### src/rtl/mem_bus_arbiter.sv
`default_nettype none
// ============================================================================
// Module      : mem_bus_arbiter
// Description : Shares one SRAM-like bus between the instruction-fetch port
//               and the data port; one transaction at a time, data priority
//               with a fetch starvation limit, and flush-safe fetch discard.
// Revision    : 1.0 - initial release
// ============================================================================
module mem_bus_arbiter #(
    parameter int ADDR_W       = 32,
    parameter int DATA_W       = 32,
    parameter int STARVE_LIMIT = 4
) (
    input  logic                clk,
    input  logic                resetn,
    // instruction fetch port
    input  logic                inst_req,
    input  logic [ADDR_W-1:0]   inst_addr,
    output logic [DATA_W-1:0]   inst_rdata,
    output logic                inst_done,
    // data port
    input  logic                data_req,
    input  logic                data_wr,
    input  logic [1:0]          data_size,
    input  logic [ADDR_W-1:0]   data_addr,
    input  logic [DATA_W/8-1:0] data_wstrb,
    input  logic [DATA_W-1:0]   data_wdata,
    output logic [DATA_W-1:0]   data_rdata,
    output logic                data_done,
    // pipeline control
    input  logic                flush,
    output logic                stall_req,
    // SRAM-like bus
    output logic                bus_req,
    output logic                bus_wr,
    output logic [1:0]          bus_size,
    output logic [ADDR_W-1:0]   bus_addr,
    output logic [DATA_W/8-1:0] bus_wstrb,
    output logic [DATA_W-1:0]   bus_wdata,
    input  logic                bus_addr_ok,
    input  logic                bus_data_ok,
    input  logic [DATA_W-1:0]   bus_rdata
);

    localparam int         STRB_W         = DATA_W / 8;
    localparam logic [3:0] c_STARVE_LIMIT = 4'(STARVE_LIMIT);
    localparam logic [1:0] c_SIZE_WORD    = 2'd2;

    typedef enum logic [1:0] {
        S_IDLE = 2'd0,
        S_ADDR = 2'd1,
        S_DATA = 2'd2,
        S_RESP = 2'd3
    } state_t;

    state_t              r_state;
    logic                r_owner_inst;
    logic [3:0]          r_starve_cnt;
    logic                r_discard;
    logic                r_bus_req;
    logic                r_bus_wr;
    logic [1:0]          r_bus_size;
    logic [ADDR_W-1:0]   r_bus_addr;
    logic [STRB_W-1:0]   r_bus_wstrb;
    logic [DATA_W-1:0]   r_bus_wdata;
    logic [DATA_W-1:0]   r_inst_rdata;
    logic [DATA_W-1:0]   r_data_rdata;
    logic                r_inst_done;
    logic                r_data_done;

    logic                w_fetch_starved;
    logic                w_grant_data;
    logic                w_grant_inst;
    logic                w_kill_fetch;
    logic                w_fetch_discarded;

    // A waiting fetch that has seen STARVE_LIMIT data grants takes the next slot.
    assign w_fetch_starved   = inst_req && (r_starve_cnt == c_STARVE_LIMIT);
    assign w_grant_data      = data_req && !w_fetch_starved;
    assign w_grant_inst      = !w_grant_data && inst_req && !flush;
    assign w_kill_fetch      = r_owner_inst && flush;
    assign w_fetch_discarded = r_discard || flush;

    always_ff @(posedge clk or negedge resetn) begin
        if (!resetn) begin
            r_state      <= S_IDLE;
            r_owner_inst <= 1'b0;
            r_starve_cnt <= 4'd0;
            r_discard    <= 1'b0;
            r_bus_req    <= 1'b0;
            r_bus_wr     <= 1'b0;
            r_bus_size   <= 2'd0;
            r_bus_addr   <= '0;
            r_bus_wstrb  <= '0;
            r_bus_wdata  <= '0;
            r_inst_rdata <= '0;
            r_data_rdata <= '0;
            r_inst_done  <= 1'b0;
            r_data_done  <= 1'b0;
        end else begin
            r_inst_done <= 1'b0;
            r_data_done <= 1'b0;
            case (r_state)
                S_IDLE: begin
                    if (!inst_req) begin
                        r_starve_cnt <= 4'd0;
                    end
                    if (w_grant_data) begin
                        r_owner_inst <= 1'b0;
                        r_bus_req    <= 1'b1;
                        r_bus_wr     <= data_wr;
                        r_bus_size   <= data_size;
                        r_bus_addr   <= data_addr;
                        r_bus_wstrb  <= data_wr ? data_wstrb : '0;
                        r_bus_wdata  <= data_wdata;
                        if (inst_req && (r_starve_cnt != c_STARVE_LIMIT)) begin
                            r_starve_cnt <= r_starve_cnt + 4'd1;
                        end
                        r_state      <= S_ADDR;
                    end else if (w_grant_inst) begin
                        r_owner_inst <= 1'b1;
                        r_bus_req    <= 1'b1;
                        r_bus_wr     <= 1'b0;
                        r_bus_size   <= c_SIZE_WORD;
                        r_bus_addr   <= inst_addr;
                        r_bus_wstrb  <= '0;
                        r_bus_wdata  <= '0;
                        r_starve_cnt <= 4'd0;
                        r_state      <= S_ADDR;
                    end
                end
                S_ADDR: begin
                    if (w_kill_fetch) begin
                        r_discard <= 1'b1;
                    end
                    // A data_ok arriving while still in ADDR is not a completion.
                    if (bus_addr_ok) begin
                        r_bus_req <= 1'b0;
                        r_state   <= S_DATA;
                    end
                end
                S_DATA: begin
                    if (w_kill_fetch) begin
                        r_discard <= 1'b1;
                    end
                    if (bus_data_ok) begin
                        if (r_owner_inst) begin
                            if (!w_fetch_discarded) begin
                                r_inst_rdata <= bus_rdata;
                                r_inst_done  <= 1'b1;
                            end
                        end else begin
                            r_data_rdata <= bus_rdata;
                            r_data_done  <= 1'b1;
                        end
                        r_state <= S_RESP;
                    end
                end
                S_RESP: begin
                    r_discard <= 1'b0;
                    r_state   <= S_IDLE;
                end
                default: begin
                    r_state <= S_IDLE;
                end
            endcase
        end
    end

    assign inst_rdata = r_inst_rdata;
    assign inst_done  = r_inst_done;
    assign data_rdata = r_data_rdata;
    assign data_done  = r_data_done;
    assign bus_req    = r_bus_req;
    assign bus_wr     = r_bus_wr;
    assign bus_size   = r_bus_size;
    assign bus_addr   = r_bus_addr;
    assign bus_wstrb  = r_bus_wstrb;
    assign bus_wdata  = r_bus_wdata;

    assign stall_req  = (inst_req && !r_inst_done) || (data_req && !r_data_done);

endmodule
`default_nettype wire
### config.mk
export PLATFORM = sky130hd
export DESIGN_NAME = mem_bus_arbiter
export DESIGN_NICKNAME = d
export VERILOG_FILES = /design/src/rtl/mem_bus_arbiter.sv
export SDC_FILE = /design/constraint.sdc
export NUM_CORES = 1
export LEC_CHECK = 0
export BUFFER_PORTS_ARGS = -buffer_cell sky130_fd_sc_hd__buf_2
export CORE_MARGIN = 2
export CORE_UTILIZATION = 42
export DETAILED_ROUTE_END_ITERATION = 7
export PLACE_DENSITY = 0.76
export SYNTH_ARGS = -nofsm -noshare
export SYNTH_HDL_FRONTEND = slang
export SYNTH_SLANG_ARGS = --single-unit
### constraint.sdc
create_clock -name clk -period 1.8 [get_ports clk]
set_input_delay 0.18 -clock clk [delete_from_list [all_inputs] [get_ports clk]]
set_output_delay 0.18 -clock clk [all_outputs]
set_load 0.05 [all_outputs]
Word-level counts from Yosys, hierarchy flattened
Cells that the tools add are included.
{"block": "word_totals", "reg_bits": 146, "latch_bits": 0, "mem_bits_rw": 0, "rom_bits": 0, "input_bits": 142, "output_inout_bits": 139, "elab_cells": 86, "memories": 0}
{"block": "classes", "add_sub_neg": 1, "multipliers": 0, "n_div": 0, "order_cmp": 0, "eq_ne": 9, "shifts": 0, "muxes": 34, "bitwise": 2, "n_reduce_logical": 26}
{"cell": "32-bit 2-to-1 mux", "n": 4}
{"cell": "4-bit 2-to-1 mux", "n": 7}
{"cell": "1-bit 2-to-1 mux", "n": 14}
{"cell": "2-bit 2-to-1 mux", "n": 6}
{"cell": "3-bit AND reduction", "n": 3}
{"cell": "1-bit logical AND", "n": 8}
{"cell": "2-bit one-hot mux with 4 select lines", "n": 1}
{"cell": "2-bit nonzero test", "n": 3}
{"cell": "1-bit zero test", "n": 5}
{"cell": "4-bit by 1-bit adder with 4-bit output (second input constant)", "n": 1}
{"cell": "2-bit equality test (second input constant)", "n": 2}
{"cell": "4-bit by 3-bit equality test with 1-bit output (second input constant)", "n": 1}
{"cell": "2-bit != test (second input constant)", "n": 2}
{"cell": "4-bit by 3-bit != test with 1-bit output (second input constant)", "n": 1}
{"cell": "1-bit one-hot mux with 2 select lines", "n": 2}
{"cell": "2-bit AND reduction", "n": 2}
{"cell": "4-bit AND reduction", "n": 1}
{"cell": "3-bit != test (second input constant)", "n": 1}
{"cell": "2-bit by 1-bit equality test with 1-bit output (second input constant)", "n": 1}
{"cell": "2-bit zero test", "n": 1}
{"cell": "1-bit logical OR", "n": 2}
{"cell": "2-bit by 1-bit != test with 1-bit output (second input constant)", "n": 1}
{"cell": "1-bit NOT", "n": 2}
{"cell": "2-bit OR reduction", "n": 1}

Depth between registers and ports, before layout
{"block": "logic_depth", "depth_word": 10, "depth_mapped": 9, "ltp_nobuf": 7}

Worst setup path before layout
No wires, ideal clock.
{"block": "synth_timing", "kind": "flip-flop to flip-flop", "startpoint": "register r_state[0]", "endpoint": "register r_inst_rdata[10], in the netlist inst_rdata[10]", "setup_ns": 0.125, "arrival_time_ns": 1.683, "required_time_ns": 1.675, "setup_slack_ns": -0.008, "path_stages_with_launch": 7, "n_path_buf": 1, "period_less_slack_ns": 1.808, "path_cell_list": "dfrtp_1 inv_1 ha_1 nand2_1 nor4b_4 buf_2 mux2_2"}
{"block": "synth_between", "elab_chain_cells": 2}
{"item": "start, declared", "line": "56", "rtl": "state_t r_state;"}
{"item": "start signal, assigned", "line": "86", "rtl": "r_state <= S_IDLE;"}
{"item": "start signal, assigned", "line": "119", "rtl": "r_state <= S_ADDR;"}
{"item": "start signal, assigned", "line": "129", "rtl": "r_state <= S_ADDR;"}
{"item": "2-bit equality test", "line": "103", "rtl": "case (r_state)"}
{"item": "4-bit AND reduction (no line)"}
{"item": "end signal, assigned", "line": "149", "rtl": "r_inst_rdata <= bus_rdata;"}
{"item": "end, declared", "line": "66", "rtl": "logic [DATA_W-1:0] r_inst_rdata;"}
Every way passes these cells.
A chain may end at the register's enable or synchronous reset.

Worst setup path in the final report
{"block": "layout_timing", "startpoint": "register r_state[0]", "endpoint": "register r_inst_rdata[21], in the netlist inst_rdata[21]"}
The elaborated chain is that of the path after synthesis.

==> results.md <==
- The run finished with clean final reports.
- The TritonCTS buffer count is 17.
- The H-tree depth is 4.
- The placeable core area is 13,930 um2.
- The transition time at the pin with the least slew margin is 0.4877 ns.
- The first global-routing pass estimated 27,770 um of wire.
- The average wire per cell in the routed design is 16.75 um.
- Headroom to the max-slew limit came out at 67.49%.
- The type of the tightest min-delay check is in2reg.
- Power spread over the standard cell area amounts to 2039 nW/um2.
- Global routing finished with a remaining overflow of 0.
- Together, buffers and inverters on the worst path number 3.
- After synthesis, the largest family of logic cells by area is simple AND/OR/NAND/NOR gates.
- The die is 123.6 um tall.
- The worst-case clock buffer depth is 2.
- The effective utilization at floorplan is 43.14%.
- The largest total area in the synthesized netlist belongs to sky130_fd_sc_hd__dfrtp_1.
- The static power due to leakage is 0.005108 uW.
- The minimum period implied by the final worst setup slack is 1.785 ns.
- Of the total synthesized cell area, the portion taken by AND, OR, NAND and NOR gates is 20.92%.
- Entering global routing, the biggest net connects 50 pins.
- The clock insertion delay at the later pin of the skew report is 0.41 ns.
- The netlist area before placement is 6011 um2.
- The gate family responsible for the most delay along the worst path is buffers and inverters.
- The final number of hold-violating endpoints is 0.
- The largest driver fanout on the critical path is 8.
- The most instantiated library cell after synthesis is sky130_fd_sc_hd__nand2_1.
- The wire length after detailed routing is 19,040 um.
- The number of antenna violations at the first check in global routing is 0.
- The number of standard-cell rows in the floorplan is 43.
- In this run the remaining antenna-violating nets after routing total 0.
- The number of distinct standard cells referenced by the synthesized netlist is 34.
- Of the total synthesized cell area, the portion taken by XOR and XNOR cells is 0%.
- Of all flip-flops after synthesis, the portion carrying an async set or reset was 100.0%.
- The final core area utilization is 67.94%.
- The overall die area is 15,280 um2.
- Summing over every cut layer, the via total after detailed routing is 5,799.
- Setup violations remaining at the end of the flow were counted as 0.
- Of the post-synthesis cell area, the dominant cell type holds 60.78%.
- Detailed placement ended at an HPWL of 11,620 um.
- The required time of the critical path is 2.10 ns.
- Input and output buffers added on the ports amount to 280.
- The worst setup path is of the reg2reg kind.
- The detailed-route vias per instance is 5.100.
- For this design, the slowest cell found on the critical path is sky130_fd_sc_hd__dfrtp_1.
- The commonest register cell after synthesis is sky130_fd_sc_hd__dfrtp_1.
- Across the routed clock network, the largest skew measured is 0.006563 ns.
- In the finished design, the share of the clock period the worst path needs comes to 99.14%.
- The worst slack at placement is -0.005076 ns.
- The final-report max-slew violation count is 0.
- Summing the areas of all fa, ha and maj instances in the mapped netlist gives 1.457% of the synthesized area.
- Hold is met by 0.01100 ns.
- The maximum frequency from static timing analysis is 560.4 MHz.
- Multiplexer cells account for 6.182% of the synthesized area.
- The clock drives 146 sinks.
- The fraction of layout cells with a size suffix above 1 is 40.06%.
- At the end of routability-driven placement, the weighted congestion stood at 0.8384.
- Traced cell by cell, the critical path runs through inv_2 -> ha_4 -> nand2_2 -> nor4b_4 -> buf_6 -> clkbuf_16 -> mux2_2.
- For this design the top-level I/O count stands at 281.
- The cell count after synthesis is 555.
- By area the synthesized netlist is led by sky130_fd_sc_hd__dfrtp_1, sky130_fd_sc_hd__nand2_1, sky130_fd_sc_hd__mux2_2.
- The residual DRC count is 0.
- The DRC marker count from the first detailed-route iteration is 320.
- The share of synthesized area occupied by flip-flops and latches is 60.78%.
- TritonCTS built the clock tree.
- At the end of the flow, the number of nets in the layout was 1,092.
- The floorplan die width is 123.6 um.
- The net count of the mapped netlist is 704.
- From synthesis to final layout, the design area changed by 57.49%.
- The cell at the root of the clock tree is sky130_fd_sc_hd__clkbuf_16.
- Each instance of the synthesized netlist takes up on average 10.83 um2.
- The least setup slack across all paths after layout is 0.01548 ns.
- In this run, synthesis inferred 0 flip-flops with an integrated enable.
- For the worst setup path, the data arrival time is 2.08 ns.
- The Yosys step of the flow raised 0 warnings.
- The synthesized netlist devotes 6.994% of its cell area to compound gates.
- The number of detailed-routing iterations run before antenna repair is 4.
- The worst IR drop on VDD is 0.001301 V.
- The type of element launching the critical path is a flip-flop.
- The setup check on the worst reg-to-reg path leaves a slack of 0.02 ns.
- The number of global-route vias before repair is 5,738.
- The power consumption is 19,300 uW.
- The max-cap check violation count is 0.
- Across every metal layer, demand over resource in global routing totals 23.64%.
- Counting flops and latches in the post-synthesis netlist gives 146.
- Sorting the synthesized cells by how often they occur yields sky130_fd_sc_hd__nand2_1, sky130_fd_sc_hd__dfrtp_1, sky130_fd_sc_hd__nand3_1.
- STA classifies the critical path endpoint as a flip-flop.
- The clock-pin slew reported for the worst setup and hold paths after clock tree synthesis is 0.06 ns.
- On the worst path, the slowest cell contributes a delay of 0.38 ns.
[worst register-to-register path, stage by stage (launching register included)]
cell and delay (ns):
sky130_fd_sc_hd__dfrtp_1 0.38, sky130_fd_sc_hd__inv_2 0.10, sky130_fd_sc_hd__ha_4 0.15, sky130_fd_sc_hd__nand2_2 0.06, sky130_fd_sc_hd__nor4b_4 0.28, sky130_fd_sc_hd__buf_6 0.19, sky130_fd_sc_hd__clkbuf_16 0.18, sky130_fd_sc_hd__mux2_2 0.34
[worst paths after layout]
| path | start | to | cells after the start |
|---|---|---|---|
| setup / recovery | r_state[0] | inst_rdata[21] | 7 |
| hold / removal | inst_addr[0] | bus_addr[0] | 2 |
| setup reg to reg | r_state[0] | inst_rdata[21] | 7 |
| hold reg to reg | data_rdata[25] | data_rdata[25] | 2 |
| max in group asynchronous | resetn | r_starve_cnt[0] | 3 |
| min in group asynchronous | resetn | data_rdata[16] | 2 |
[per-stage QoR]
step / std cells / setup TNS [ns] / area (um2)
6_report: 1137 / 0 / 9467
5_1_grt: 1136 / -0.2780 / 9464
4_1_cts: 1132 / 0 / 9358
3_5_place_dp: 1005 / -0.01311 / 7764
3_3_place_gp: 1005 / 0 / 7764
2_1_floorplan: 555 / -0.1627 / 6011
[flip-flops by register name, summed over array words and instances (netlist names)]
register	cells
bus_addr	32
bus_req	1
bus_size	2
bus_wdata	32
bus_wr	1
bus_wstrb	4
data_done	1
data_rdata	32
inst_done	1
inst_rdata	32
r_discard	1
r_owner_inst	1
r_starve_cnt	4
r_state	2
[routing by layer]
metal	track usage [%]	routed length, um
met1	27.12	7339
met2	41.93	9876
met3	7.189	1540
met4	8.026	282
met5	0	0
[timing repair]
action / 4_1_cts / 5_1_grt
setup buffers: 0 / 1
endpoints found under the setup margin: 10 / 88
cloned: 0 / 3
hold buffers: 95 / 0
endpoints found under the hold margin: 151 / 0
pin swaps: 0 / 1
resized for setup: 2 / 10
[where the power goes]
part | leakage [uW] | total, uW | switching [uW] | internal [uW]
Clock | 0.000307 | 3810 | 1340 | 2470
Sequential | 0.00187 | 5620 | 870 | 4750
Combinational | 0.00293 | 9870 | 7200 | 2670
[cell families (layout without fill, tap and decap cells)]
| kind of cell | Yosys count | in the layout |
|---|---|---|
| AND/OR/NAND/NOR | 278 | 278 |
| flip-flops | 146 | 146 |
| AO/OA/AOI/OAI | 47 | 47 |
| buffers and inverters | 44 | 445 |
| multiplexers | 33 | 33 |
| adder cells (fa/ha/maj) | 7 | 7 |
| other | 0 | 1 |
[layout by cell type (no fill, tap or decap), drive strengths merged, types with 3 or more instances in the layout]
cell type and n:
ha 7, a221o 33, and2 33, buf 307
clkbuf 26, nor2 4, dfrtp 146, nand2 178
bufinv 4, o21ai 5, dlygate4sd3 95, nand3 47
inv 9, and3 3, nand2b 3, mux2 33
[final cells by class]
type                    instances  area (um2)
diodes                          1       2.502
clock buffers                  24       491.7
clock inverters                 8       148.9
fillers                      1028        4468
inverters                       9       33.78
multi-input cells             365        2176
flip-flops and latches        146        3654
well taps                     180       225.2
repair buffers                404        2735
No activity file was read; power rests on OpenSTA's default activity.
